[src/rtl/id_ex_stage.sv]
// ID/EX pipeline register: captures register operands with EX/MEM and MEM/WB forwarding,
// detects load-use hazards and inserts one bubble, with stall/flush handling.
module id_ex_stage (
  input  logic               clk_i,
  input  logic               reset_i,
  input  logic               id_valid_i,
  input  logic [4:0]         id_sr1_i,
  input  logic [4:0]         id_sr2_i,
  input  logic [4:0]         id_dr_i,
  input  logic signed [31:0] id_rdata1_i,
  input  logic signed [31:0] id_rdata2_i,
  input  logic signed [31:0] id_imm_i,
  input  logic [7:0]         id_ctrl_i,
  input  logic               exmem_reg_write_i,
  input  logic               memwb_reg_write_i,
  input  logic [4:0]         exmem_dr_i,
  input  logic [4:0]         memwb_dr_i,
  input  logic signed [31:0] exmem_data_i,
  input  logic signed [31:0] memwb_data_i,
  input  logic               ext_stall_i,
  input  logic               flush_i,
  output logic               ex_valid_o,
  output logic signed [31:0] ex_opA_o,
  output logic signed [31:0] ex_opB_o,
  output logic signed [31:0] ex_rs2_data_o,
  output logic [4:0]         ex_dr_o,
  output logic [7:0]         ex_ctrl_o,
  output logic               hazard_stall_o
);

  typedef enum logic [0:0] {RUN = 1'b0, BUBBLE = 1'b1} state_e;

  state_e             state_q, state_d;
  logic               valid_q, valid_d;
  logic signed [31:0] opa_q, opa_d;
  logic signed [31:0] opb_q, opb_d;
  logic signed [31:0] rs2_q, rs2_d;
  logic [4:0]         dr_q, dr_d;
  logic [7:0]         ctrl_q, ctrl_d;

  logic signed [31:0] fwd1_s, fwd2_s;
  logic               uses_sr2_s;
  logic               hazard_s;

  // ctrl layout: [7:4] alu_op, [3] use_imm, [2] reg_write, [1] mem_read, [0] mem_write
  function automatic logic signed [31:0] fwd_sel(
    input logic [4:0]         sr,
    input logic signed [31:0] rdata,
    input logic               exmem_we,
    input logic [4:0]         exmem_dr,
    input logic signed [31:0] exmem_data,
    input logic               memwb_we,
    input logic [4:0]         memwb_dr,
    input logic signed [31:0] memwb_data
  );
    logic signed [31:0] res;
    if (sr == 5'd0) begin
      res = 32'sd0;
    end else if (exmem_we && (exmem_dr == sr)) begin
      res = exmem_data;
    end else if (memwb_we && (memwb_dr == sr)) begin
      res = memwb_data;
    end else begin
      res = rdata;
    end
    return res;
  endfunction

  assign fwd1_s = fwd_sel(id_sr1_i, id_rdata1_i, exmem_reg_write_i, exmem_dr_i, exmem_data_i,
                          memwb_reg_write_i, memwb_dr_i, memwb_data_i);
  assign fwd2_s = fwd_sel(id_sr2_i, id_rdata2_i, exmem_reg_write_i, exmem_dr_i, exmem_data_i,
                          memwb_reg_write_i, memwb_dr_i, memwb_data_i);

  assign uses_sr2_s = ~id_ctrl_i[3] | id_ctrl_i[0];
  assign hazard_s   = id_valid_i & valid_q & ctrl_q[1] & (dr_q != 5'd0) &
                      ((dr_q == id_sr1_i) | ((dr_q == id_sr2_i) & uses_sr2_s));
  assign hazard_stall_o = hazard_s;

  always_ff @(posedge clk_i or posedge reset_i) begin
    if (reset_i) begin
      state_q <= RUN;
    end else begin
      state_q <= state_d;
    end
  end

  always_comb begin
    state_d = state_q;
    case (state_q)
      RUN: begin
        if (ext_stall_i) begin
          state_d = RUN;
        end else if (flush_i) begin
          state_d = RUN;
        end else if (hazard_s) begin
          state_d = BUBBLE;
        end else begin
          state_d = RUN;
        end
      end
      BUBBLE: begin
        if (ext_stall_i) begin
          state_d = BUBBLE;
        end else begin
          state_d = RUN;
        end
      end
      default: state_d = RUN;
    endcase
  end

  // Operands are captured even for killed slots; only valid/ctrl mark them dead.
  always_comb begin
    valid_d = valid_q;
    opa_d   = opa_q;
    opb_d   = opb_q;
    rs2_d   = rs2_q;
    dr_d    = dr_q;
    ctrl_d  = ctrl_q;
    if (ext_stall_i) begin
      valid_d = valid_q;
    end else begin
      opa_d = fwd1_s;
      rs2_d = fwd2_s;
      opb_d = id_ctrl_i[3] ? id_imm_i : fwd2_s;
      dr_d  = id_dr_i;
      if (flush_i || ((state_q == RUN) && hazard_s)) begin
        valid_d = 1'b0;
        ctrl_d  = 8'h00;
      end else begin
        valid_d = id_valid_i;
        ctrl_d  = id_valid_i ? id_ctrl_i : 8'h00;
      end
    end
  end

  always_ff @(posedge clk_i or posedge reset_i) begin
    if (reset_i) begin
      valid_q <= 1'b0;
      opa_q   <= 32'sd0;
      opb_q   <= 32'sd0;
      rs2_q   <= 32'sd0;
      dr_q    <= 5'd0;
      ctrl_q  <= 8'h00;
    end else begin
      valid_q <= valid_d;
      opa_q   <= opa_d;
      opb_q   <= opb_d;
      rs2_q   <= rs2_d;
      dr_q    <= dr_d;
      ctrl_q  <= ctrl_d;
    end
  end

  assign ex_valid_o    = valid_q;
  assign ex_opA_o      = opa_q;
  assign ex_opB_o      = opb_q;
  assign ex_rs2_data_o = rs2_q;
  assign ex_dr_o       = dr_q;
  assign ex_ctrl_o     = ctrl_q;

endmodule

[config.mk]
export PLATFORM = sky130hd
export DESIGN_NAME = id_ex_stage
export DESIGN_NICKNAME = d
export VERILOG_FILES = /design/src/rtl/id_ex_stage.sv
export SDC_FILE = /design/constraint.sdc
export NUM_CORES = 1
export LEC_CHECK = 0
export CAP_MARGIN = 40
export CORE_ASPECT_RATIO = 0.9
export CORE_MARGIN = 2
export CORE_UTILIZATION = 37
export DETAILED_ROUTE_END_ITERATION = 12
export PLACE_DENSITY = 0.77
export RECOVER_POWER = 50
export SYNTH_ARGS = -nofsm -noshare
export SYNTH_HDL_FRONTEND = slang
export SYNTH_SLANG_ARGS = --single-unit
[constraint.sdc]
create_clock -name clk_i -period 3.5 [get_ports clk_i]
set_input_delay 0.525 -clock clk_i [delete_from_list [all_inputs] [get_ports clk_i]]
set_output_delay 0.525 -clock clk_i [all_outputs]
set_load 0.05 [all_outputs]
==> key figures <==
Global route
  – Overall Global Routing Usage: 27.71%
  – Antenna violations before repair: 0
  – Grt ovf: 0
  – Largest net degree at the start of global routing: 51
  – Number of global-route vias before repair: 6771
  – First-pass GRT wire length: 39060 µm

Clocking
  – Post-cts resize count: 0
  – Clock Pin Slew Worst Setup and Hold Paths: approximately 70 ps
  – CTS Sinks: 111
  – Hold_buf cts: 0
  – Worst-Skew Late Latency: 350 ps
  – TritonCTS clock tree: done
  – Setup repair bufs after CTS: 0
  – Clk buf depth: 2
  – Total number of H-tree levels: 3
  – CTS root buf: clkbuf_16
  – CTS buffer count: 9

Synth
  – Number of synthesized flops with an enable pin: 0
  – Syn nets: roughly 850
  – Post-synthesis instance total: 645
  – #FFs+latches synth: 111
  – Synth top cells by count: dfrtp_1, a22o_1, clkbuf_1
  – Post-synthesis cell type count: 43
  – Synthesized area: 6392 µm²
  – Post-Syn Area per Cell: 9.911 µm²
  – Most area-consuming cells after synthesis: dfrtp_1, a22o_1, a221oi_2, a31o_1, o31ai_1
  – Cell taking the most area after synthesis: dfrtp_1
  – Cell with the most instances after synthesis: dfrtp_1
  – Async SR Flop Fraction: 100.0%
  – Yosys top cell area share: 43.45%
  – Seq/Total Area, Yosys: 43.45%
  – Ys flop type: dfrtp_1
  – Synth warn: 0

Setup path
  – Critical path startpoint: id_sr1_i[4]
  – Crit path max fanout: 4
  – CP required: roughly 3000 ps
  – Worst path cell trace: dlygate4sd3_1 > xnor2_1 > nand3_1 > o22ai_1 > nor3b_1 > buf_4
  – Reg2reg end: ex_ctrl_o[7]
  – Slowest stage delay, CP: 710 ps
  – Worst-case reg-to-reg path depth: 5
  – Reg2reg start: ex_dr_o[1]
  – R2R Setup Slk: 1340 ps
  – Startpoint types: input pin
  – Critical path type: in -> out
  – Crit path capture: hazard_stall_o
  – CP endpoint kind: output port
  – Slowest-stage cell, CP: dlygate4sd3_1
  – Worst Path Arrival: 2250 ps

Detailed routing
  – DRT antenna net count: 0
  – Met2 wire len: 12320 µm
  – First-pass iteration count of the detailed router: 5
  – Routed met3 length: 2400 µm
  – DR vias/cell: 5.921
  – Vias: between 6k and 7k
  – DR WL/cell: ~23 µm
  – Post-Route WL: 25720 µm
  – Final routed DRC violation total: 0
  – M1 WL: 10490 µm
  – Top sig layer: met4
  – Initial DRC count: ~440

Finish
  – Nets: 1125
  – Design area: 10010 µm²
  – P&R area growth vs syn: 56.66%
  – Layout Utilization: 59.29%
  – Antenna Cells: 0
  – Share of post-route cells with drive strength above 1: 9.903%

Hold path
  – Worst hold start: ex_opA_o[31]
  – Type of the most critical hold path: reg -> reg

STA
  – Final Max Slew Viols: 48
  – Final period utilization: approximately four fifths
  – Rel. slew slack: -53.08%
  – RSZ-0062 raised after global routing: false
  – Setup TNS: 0 ps
  – Time the worst path needs with I/O delays and setup: 2772 ps
  – Slew @ Worst Pin: 2284 ps
  – Max frequency: 0.3608 GHz
  – Final count of hold timing violations: 0
  – Final setup viols: 0
  – Clk_skew: just over 8 ps

Floorplanning
  – FP Rows: 45
  – Initial core utilization: 37.84%
  – DIE AREA: 18350 µm²
  – # IOs: 311
  – Area of the core: 16890 µm²
  – Die H: 128.7 µm
  – Chip Width: 142.6 µm

Status
  – Outcome: complete, but fails checks
  – Violated checks: max-capacitance violations, max-slew violations

Pwr
  – Leakage: roughly 3.9 nW
  – VDD IR-drop max: 0.2156 mV
  – Power, Total: 4.072 mW
  – Power density over cell area: 406.6 nW/µm²

Place
  – GPL Wtd Cong: 0.9745
  – Post-DP HPWL: about 18000 µm
  – Area after DPL: 9736 µm²
  – I/O Buffers: between 300 and 400

Job
  – MaxCap Viol Count: 1
## power breakdown
group | switching (mW) | total (mW) | internal [mW] | leakage (nW)
Clock | 0.495 | 1.02 | 0.521 | 0.130
Sequential | 0.0933 | 1.51 | 1.42 | 1.37
Combinational | 0.921 | 1.55 | 0.625 | 2.44
Total | 1.51 | 4.07 | 2.56 | 3.94
## flip-flops by register name, indices dropped and copies added, names as in the netlist
name / cells
state_q: 1
ex_rs2_data_o: 32
ex_ctrl_o: 8
ex_opB_o: 32
ex_opA_o: 32
ex_valid_o: 1
ex_dr_o: 5
## kinds of logic after synthesis
family	synth area share (%)
buf+inv	5.206
compound gates	31.63
simple gates	14.72
xor+xnor	4.110
mux	0.8807
flops	43.45
## layout make-up
cell class	count	area (µm²)
fillers	1511	6877
repair buffers	336	3338
flip-flops and latches	111	2778
inverters	3	12.51
clock inverters	4	31.28
clock buffers	11	252.7
multi-input cells	464	3338
well taps	211	264.0
## metrics by stage
stage,std cells,hold WS (ps),setup WS (ps)
after global routing,1140,510.6,609.1
after detailed placement,1125,467.4,515.7
after global placement,1124,464.3,504.2
after CTS,1140,485.3,771.1
final,1140,482.0,728.2
after floorplan,645,454.3,44.35
## critical path, delay by kind of cell
family          cells  cell delay, ps
simple gates        2             340
compound gates      1             270
xor+xnor            1             170
buf+inv             2             940
## metal layers
metal / up-vias / global-route usage (%)
li1: 3023 / -
met1: 3309 / 35.39
met2: 380 / 47.03
met3: 38 / 6.587
met4: 0 / 8.096
met5: - / 0
## how the worst min path moves through the flow
stage	to	slack (ps)	cells after the start
finish	ex_opA_o[31]	480	2
global route	ex_opA_o[8]	510	2
CTS	ex_opA_o[16]	490	2
detailed placement	ex_opA_o[16]	470	2
global placement	ex_opA_o[31]	460	2
floorplan	state_q	450	1
## cell usage in the layout (no fill, tap or decap), drive strengths merged, types with 4 or more instances in the layout
cell type and instances:
clkdlybuf4s50 266, xor2 10, nand3 36, o21ai 35, nand2 37, dlygate4sd3 42
a31oi 31, buf 28, mux2 5, a31o 31, clkbuf 11, and2 32
clkinvlp 4, dfrtp 111, nor3 33, nor2 38, o31ai 33, a22o 70
or4 4, a221oi 32, xnor2 20
Power figures use the tool's default switching activity.
